**src/rtl/seq_pkg.sv**
```systemverilog
// Shared constants and helpers for the serial sequence detector and the
// other counters of the lab design.
package seq_pkg;

    // Pattern width used by the default detector build.
    localparam int SEQ_PAT_LEN = 8;

    // Width needed to hold a pattern length of 0..SEQ_PAT_LEN.
    localparam int LEN_W = $clog2(SEQ_PAT_LEN + 1);

    // Pattern and length loaded at reset (right-aligned, first bit in MSB of window).
    localparam logic [SEQ_PAT_LEN-1:0] SEQ_DEF_PAT = 8'b0000_1011;
    localparam int                     SEQ_DEF_LEN = 4;

    // Saturating increment: returns value+1, but never exceeds max_val.
    function automatic logic [31:0] sat_inc(input logic [31:0] value,
                                            input logic [31:0] max_val);
        logic [31:0] result;
        if (value >= max_val) begin
            result = max_val;
        end else begin
            result = value + 32'd1;
        end
        return result;
    endfunction

endpackage

```
**src/rtl/sat_counter.sv**
```systemverilog
// Saturating event counter with a synchronous clear. A clear that coincides
// with an increment leaves the count at 1 so that the event is not lost.
module sat_counter
    import seq_pkg::*;
#(
    parameter int CNT_W = 8
) (
    input  logic             clk,
    input  logic             rst,
    input  logic             inc,
    input  logic             clr,
    output logic [CNT_W-1:0] count
);

    localparam logic [CNT_W-1:0] CNT_MAX = {CNT_W{1'b1}};

    logic [CNT_W-1:0] count_nx;

    // Next count: clear wins, but keeps the coincident increment.
    always_comb begin
        count_nx = count;
        if (clr) begin
            count_nx = inc ? CNT_W'(1) : '0;
        end else if (inc) begin
            count_nx = CNT_W'(sat_inc(32'(count), 32'(CNT_MAX)));
        end
    end

    // Count register.
    always_ff @(posedge clk or posedge rst) begin
        if (rst) begin
            count <= '0;
        end else begin
            count <= count_nx;
        end
    end

endmodule

```
**src/rtl/seq_detect_param.sv**
```systemverilog
// Parametrised serial bit-sequence detector.
//
// Bits are accepted when in_valid is high and no configuration load is in
// progress. The newest bit enters hist[0]; a match is declared when at least
// len_q bits have been accepted since the last clear and the newest len_q bits
// equal pat_q[len_q-1:0] (pat_q[len_q-1] being the oldest bit of the window).
// In non-overlapping mode the fill level is reset on a match so no bit of the
// matched window can take part in the next match. match and cfg_err are
// registered pulses, visible for the cycle after the deciding edge.
module seq_detect_param
    import seq_pkg::*;
#(
    parameter int                   PAT_LEN = SEQ_PAT_LEN,
    parameter int                   CNT_W   = 8,
    parameter logic [PAT_LEN-1:0]   DEF_PAT = PAT_LEN'(SEQ_DEF_PAT),
    parameter int                   DEF_LEN = SEQ_DEF_LEN
) (
    input  logic                         clk,
    input  logic                         rst,
    input  logic                         in,
    input  logic                         in_valid,
    input  logic                         overlap,
    input  logic                         cfg_load,
    input  logic [PAT_LEN-1:0]           cfg_pat,
    input  logic [$clog2(PAT_LEN+1)-1:0] cfg_len,
    input  logic                         cnt_clr,
    output logic                         match,
    output logic [CNT_W-1:0]             match_count,
    output logic                         cfg_err
);

    localparam int LW = $clog2(PAT_LEN + 1);
    localparam logic [LW-1:0] FILL_MAX = LW'(PAT_LEN);

    // Detector state.
    logic [PAT_LEN-1:0] hist;
    logic [LW-1:0]      fill;
    logic [PAT_LEN-1:0] pat_q;
    logic [LW-1:0]      len_q;

    // Combinational view of the candidate next state.
    logic               accept;
    logic               load_ok;
    logic [PAT_LEN-1:0] hist_nx;
    logic [LW-1:0]      fill_inc;
    logic [PAT_LEN-1:0] len_mask;
    logic [PAT_LEN-1:0] window_diff;
    logic               hit;

    // Decode the accepted bit, the load validity and the match condition.
    always_comb begin
        accept   = in_valid && !cfg_load;
        load_ok  = cfg_load && (cfg_len != '0) && (cfg_len <= FILL_MAX);
        hist_nx  = {hist[PAT_LEN-2:0], in};
        fill_inc = (fill >= FILL_MAX) ? FILL_MAX : fill + LW'(1);
        len_mask = '0;
        for (int i = 0; i < PAT_LEN; i++) begin
            len_mask[i] = (LW'(i) < len_q);
        end
        // Bits above the active length are masked out of the comparison.
        window_diff = (hist_nx ^ pat_q) & len_mask;
        hit = accept && (fill_inc >= len_q) && (window_diff == '0);
    end

    // History, fill level and active configuration.
    always_ff @(posedge clk or posedge rst) begin
        if (rst) begin
            hist  <= '0;
            fill  <= '0;
            pat_q <= DEF_PAT;
            len_q <= LW'(DEF_LEN);
        end else if (cfg_load) begin
            // A rejected load leaves both configuration and history untouched.
            if (load_ok) begin
                pat_q <= cfg_pat;
                len_q <= cfg_len;
                hist  <= '0;
                fill  <= '0;
            end
        end else if (in_valid) begin
            hist <= hist_nx;
            if (hit && !overlap) begin
                fill <= '0;
            end else begin
                fill <= fill_inc;
            end
        end
    end

    // Registered match and configuration-error pulses.
    always_ff @(posedge clk or posedge rst) begin
        if (rst) begin
            match   <= 1'b0;
            cfg_err <= 1'b0;
        end else begin
            match   <= hit;
            cfg_err <= cfg_load && !load_ok;
        end
    end

    sat_counter #(
        .CNT_W (CNT_W)
    ) u_match_counter (
        .clk   (clk),
        .rst   (rst),
        .inc   (hit),
        .clr   (cnt_clr),
        .count (match_count)
    );

endmodule

```
**config.mk**
```make
export PLATFORM = sky130hd
export DESIGN_NAME = seq_detect_param
export DESIGN_NICKNAME = d
export VERILOG_FILES = /design/src/rtl/seq_pkg.sv /design/src/rtl/sat_counter.sv /design/src/rtl/seq_detect_param.sv
export SDC_FILE = /design/constraint.sdc
export NUM_CORES = 1
export LEC_CHECK = 0
export CORE_MARGIN = 1
export CORE_UTILIZATION = 56
export DETAILED_ROUTE_END_ITERATION = 8
export PLACE_DENSITY = 0.83
export SLEW_MARGIN = 20
export SYNTH_ARGS = -nofsm -noshare
export SYNTH_HDL_FRONTEND = slang
export SYNTH_SLANG_ARGS = --single-unit
```
**constraint.sdc**
```tcl
create_clock -name clk -period 4.75 [get_ports clk]
set_input_delay 0.95 -clock clk [delete_from_list [all_inputs] [get_ports clk]]
set_output_delay 0.95 -clock clk [all_outputs]
set_load 0.01 [all_outputs]
```
# Word level (Yosys, flattened, before mapping)
# Cells that the tools add are included.
# W data, S select, Z words.
dict set report classes {
  add_sub_neg 2
  mul 0
  div 0
  order_cmp 12
  eq_ne 1
  n_shift 0
  n_mux 12
  n_bitwise 2
  reduce_logical 16
}
# cell count
set ops {}
lappend ops {{$mux W8} 3}
lappend ops {{$mux W7} 3}
lappend ops {{$mux W4} 5}
lappend ops {{$lt A3 B4 Y1 const A} 4}
lappend ops {{$add A8 B1 Y8 const B} 1}
lappend ops {{$and A8 B8 Y8} 1}
lappend ops {{$ge A8 B8 Y1 const B} 1}
lappend ops {{$logic_not A8 Y1} 1}
lappend ops {{$lt A1 B4 Y1 const A} 2}
lappend ops {{$lt A2 B4 Y1 const A} 2}
lappend ops {{$xor A8 B8 Y8} 1}
lappend ops {{$logic_and A1 B1 Y1} 7}
lappend ops {{$add A4 B1 Y4 const B} 1}
lappend ops {{$ge A4 B4 Y1} 1}
lappend ops {{$ge A4 B4 Y1 const B} 1}
lappend ops {{$le A4 B4 Y1 const B} 1}
lappend ops {{$reduce_and A2 Y1} 2}
lappend ops {{$reduce_bool A2 Y1} 2}
lappend ops {{$reduce_bool A4 Y1} 1}
lappend ops {{$logic_not A1 Y1} 3}
lappend ops {{$ne A2 B1 Y1 const B} 1}
lappend ops {{$mux W1} 1}
dict set report word_totals {
  ff_bits 33
  latchBits 0
  mem_bits_rw 0
  mem_bits_ro 0
  inputBits 19
  out_inout_bits 10
  mem_count 0
}

# Longest topological paths before layout
dict set report logic_depth {
  depth_word 9
  depth_mapped 9
  mapped_depth_nobuf 9
}

# Modules after synthesis
# A second synthesis with hierarchy kept.
dict set report unflattened {
  hier_cells 160
  area_unflattened_um2 1740.4
}
# module instances cells_per_inst area_each_um2 seq_area_each_um2
set modules_own_cells {}
lappend modules_own_cells {seq_detect_param 1 121 1311.3 630.6}
lappend modules_own_cells {sat_counter 1 39 429.2 200.2}

# Least setup slack after synthesis
# OpenSTA, ideal clock, no wires.
dict set report synth_path {
  path_kind {register to register}
  startpoint {register fill[0]}
  endpoint {register u_match_counter.count[6]}
  setup_time_ns 0.128
  t_arrival_ns 2.330
  path_slack_ns 2.292
  path_stages_with_launch 10
  path_buffers 0
  synth_period_minus_slack_ns 2.458
  path_cell_list {dfrtp_1 -> ha_1 -> xnor2_1 -> nor2_1 -> ha_1 -> o21a_1 -> nor2_1 -> or4b_4 -> nor4_4 -> mux2_1}
}
dict set report synth_via {
  elab_chain_len 6
}
# item line
set synth_rtl {}
lappend synth_rtl {{start, declared} seq_detect_param.sv:37} ;# logic [LW-1:0] fill;
lappend synth_rtl {{start signal, assigned} seq_detect_param.sv:85} ;# fill <= fill_inc;
lappend synth_rtl {{$add A4 B1 Y4 / $ge A4 B4 Y1 (equally long branches)} seq_detect_param.sv:55} ;# fill_inc = (fill >= FILL_MAX) ? FILL_MAX : fill + LW'(1);
lappend synth_rtl {{$mux W4 (*)} seq_detect_param.sv:55}
lappend synth_rtl {{$ge A4 B4 Y1 (*)} seq_detect_param.sv:62} ;# hit = accept && (fill_inc >= len_q) && (window_diff == '0);
lappend synth_rtl {{$logic_and A1 B1 Y1 (*) (2 in series)} seq_detect_param.sv:62}
lappend synth_rtl {{$reduce_bool A2 Y1 (no line) (*)} --}
lappend synth_rtl {{end signal, assigned} sat_counter.sv:34} ;# count <= count_nx;
lappend synth_rtl {{end, declared} sat_counter.sv:12} ;# output logic [CNT_W-1:0] count
# Every way passes the cells marked *; elsewhere a longest branch is shown, timed or not.
# A chain may end at the register's enable or synchronous reset.

# Worst setup path in the final report
dict set report layout_path {
  startpoint {input cfg_load}
  endpoint {register fill[3]}
}
dict set report layout_via {
  elab_chain_len 8
}
# item line
set layout_rtl {}
lappend layout_rtl {{start, declared} seq_detect_param.sv:23} ;# input logic cfg_load,
lappend layout_rtl {{$logic_not A1 Y1} seq_detect_param.sv:52} ;# accept = in_valid && !cfg_load;
lappend layout_rtl {{$logic_and A1 B1 Y1} seq_detect_param.sv:52}
lappend layout_rtl {{$logic_and A1 B1 Y1 (2 in series)} seq_detect_param.sv:62}
lappend layout_rtl {{$logic_and A1 B1 Y1} seq_detect_param.sv:82} ;# if (hit && !overlap) begin
lappend layout_rtl {{$mux W4} seq_detect_param.sv:82}
lappend layout_rtl {{$mux W4} seq_detect_param.sv:80} ;# end else if (in_valid) begin
lappend layout_rtl {{$mux W4} seq_detect_param.sv:72} ;# end else if (cfg_load) begin
# Parallel ways exist; a longest one is shown, timed or not. The select of a mux whose other input is x is not followed.

==> flow_summary.toml <==
[die]
initial_utilization_pct = 60.08
die_h_um = 59.93
ios = 29
core_um2 = 3128
rows = 20
fp.dieW_um = 59.93
dieArea_um2 = 3592

[cells_and_area]
num-fill-cells = 235
fin_area_um2 = 2241
mostFrequentLayoutCell = "dfrtp_1"
finalCoreUtilization_pct = 71.64
drive_above_1_share_pct = 17.06
area_growth_pct = 19.24
final_cell_mix = "dfrtp_1, clkdlybuf4s50_1, nand2_1"
layoutNonFillerInstCount = 255
n_antenna_cell = 0
final_nets = 237

[critical_path]
worst_r2r_path_depth = 9
path_class = "primary input to flop"
start_kind = "primary input"
cp.required_ns = 4.94
endpoint_kind = "flop"
cp.arrival_ns = 2.90
critPathMaxFanout = 14

[status]
status = "completed"

[logic_synthesis]
synth_seq_cells = 33
synthCells = 182
synth_edf_count = 0
seq_area_frac_synth_pct = 44.21
netlist_area_um2 = 1879
synthDistinctLibCells = 46
ys.flop_type = "dfrtp_1"
syn_nets = 208
syn-mean-instance-area_um2 = 10.33
yosys_warnings = 0
postSynth.asyncResetShare_pct = 100.0

[place]
place_inst = 248
portBuffers = 28
gp_congestion = 0.8698
dpl_worst_slack_ns = 1.700
hpwl_um = 2906
placed_area_um2 = 2186

[clock_tree]
cts_hold_buf = 0
clk_pin_slew_worst_paths_ns = 0.09
cts_resized = 0
cts_tree = "yes"
clkSinkCount = 33
h-tree-depth = 2
postCtsSetupBuffers = 0
clock_latency_ns = 0.34
numCtsBuffers = 5
clock_path_buffers = 2
clock-root-buffer = "clkbuf_4"

[timing]
grt_setup_unrepaired = "no"
timing.slew.headroom_pct = 46.01
fin_setup_tns_ns = 0
finalCriticalPeriod_ns = 2.712
whs_ns = 0.5223
setup_viol = 0
fin_skew_ns = 0.01257
fmax_mhz = 368.8
slew_viol_final = 0
period_share_pct = 57.09
layout_setup_ws_ns = 2.038
hold_viol = 0
worst_pin_slew_ns = 0.8079

[detailed_routing]
drtPass1Iterations = 4
vias = 1469
totalWireLength_um = 3848
viasPerCell = 5.761
wl_per_cell_um = 15.09
drc = 0
drtIter0Drc = 100
ant_nets = 0

[grt]
grt_pass1_wl_um = 6520
antenna_found_initial = 0
grt_max_degree = 24
grt_pass1_vias = 1510
grt_remaining_overflow = 0
track_usage_pct = 25.02

[power_and_ir_drop]
fin_total_pwr_mw = 0.7123
p_clk_share_pct = 22.8
p_sw_mw = 0.2318
p_sw_share_pct = 32.54
ir_drop_mv = 0.2296
p_int_mw = 0.4805
leakagePower_nw = 0.9462
p_comb_share_pct = 28.5
pwr-share-seq_pct = 48.7
p_per_area_nw_per_um2 = 317.9

[min_path]
min_path_type = "flop to flop"
holdPathStages = 2

[flow_run]
drv_cap = 0
-- Yosys cell counts (4+ instances only) --
master	n	area share [%]
nand3_1	12	3.2
nor2_1	6	1.2
xnor2_1	9	4.2
a21oi_1	7	1.9
dfrtp_1	29	39
nand2_1	24	4.8
mux2_2	12	7.2
inv_1	9	1.8
nor2b_1	4	1.3
and3_1	4	1.3
o21ai_0	4	1.1
dfstp_2	4	5.6
ha_1	7	4.7
-- layout make-up --
class                   count  area, µm²  share of cell area [%]
flip-flops and latches     33      830.8                   37.07
well taps                  44      55.05                   2.457
inverters                   9      33.78                   1.508
repair buffers             29      287.8                   12.84
multi-input cells         133      978.4                   43.66
clock buffers               7      55.05                   2.457
-- cells by family after synthesis --
kind of cell / count (synthesis) / share of synthesized area [%]
AND/OR/NAND/NOR: 71 / 22.50
flip-flops: 33 / 44.21
AO/OA/AOI/OAI: 32 / 12.45
buffers and inverters: 16 / 3.729
multiplexers: 13 / 7.790
XOR/XNOR: 10 / 4.661
adder cells (fa/ha/maj): 7 / 4.660
-- routing by layer --
metal	part of all wire [%]	track usage (%)	up-vias	wire, µm
li1	-	-	706	-
met4	1.8	12.96	0	69
met1	43	28.01	714	1652
met5	0	0	-	0
met3	3.8	7.359	9	145
met2	51	42.86	40	1980
-- state kept, by name, summed over array words and instances, names as in the netlist --
signal                 cells
pat_q                      8
u_match_counter.count      8
hist                       7
fill                       4
len_q                      4
cfg_err                    1
match                      1
-- power groups by stage --
| stage | registers (mW) | logic [mW] | clock network [mW] |
|---|---|---|---|
| after floorplan | 0.342 | 0.155 | 0 |
| after global placement | 0.350 | 0.192 | 0 |
| after detailed placement | 0.351 | 0.202 | 0 |
| after CTS | 0.346 | 0.203 | 0.167 |
| after global routing | 0.351 | 0.223 | 0.176 |
| final | 0.347 | 0.203 | 0.163 |
-- critical path, stage by stage --
cell and delay (ns):
clkdlybuf4s50_1 0.49, nand2b_4 0.25, a21oi_1 0.16, or4b_4 0.53, nor4_2 0.34, o21ai_0 0.19
-- final timing paths --
path | start | endpoint | slack [ns]
worst max-delay path | cfg_load | fill[3] | 2.04
worst min-delay path | hist[0] | hist[1] | 0.52
worst max register to register | fill[0] | fill[3] | 2.08
worst min register to register | hist[0] | hist[1] | 0.52
max in group asynchronous | rst | pat_q[3] | 3.10
min in group asynchronous | rst | u_match_counter.count[4] | 0.93
(Power assumes the default switching activity.)
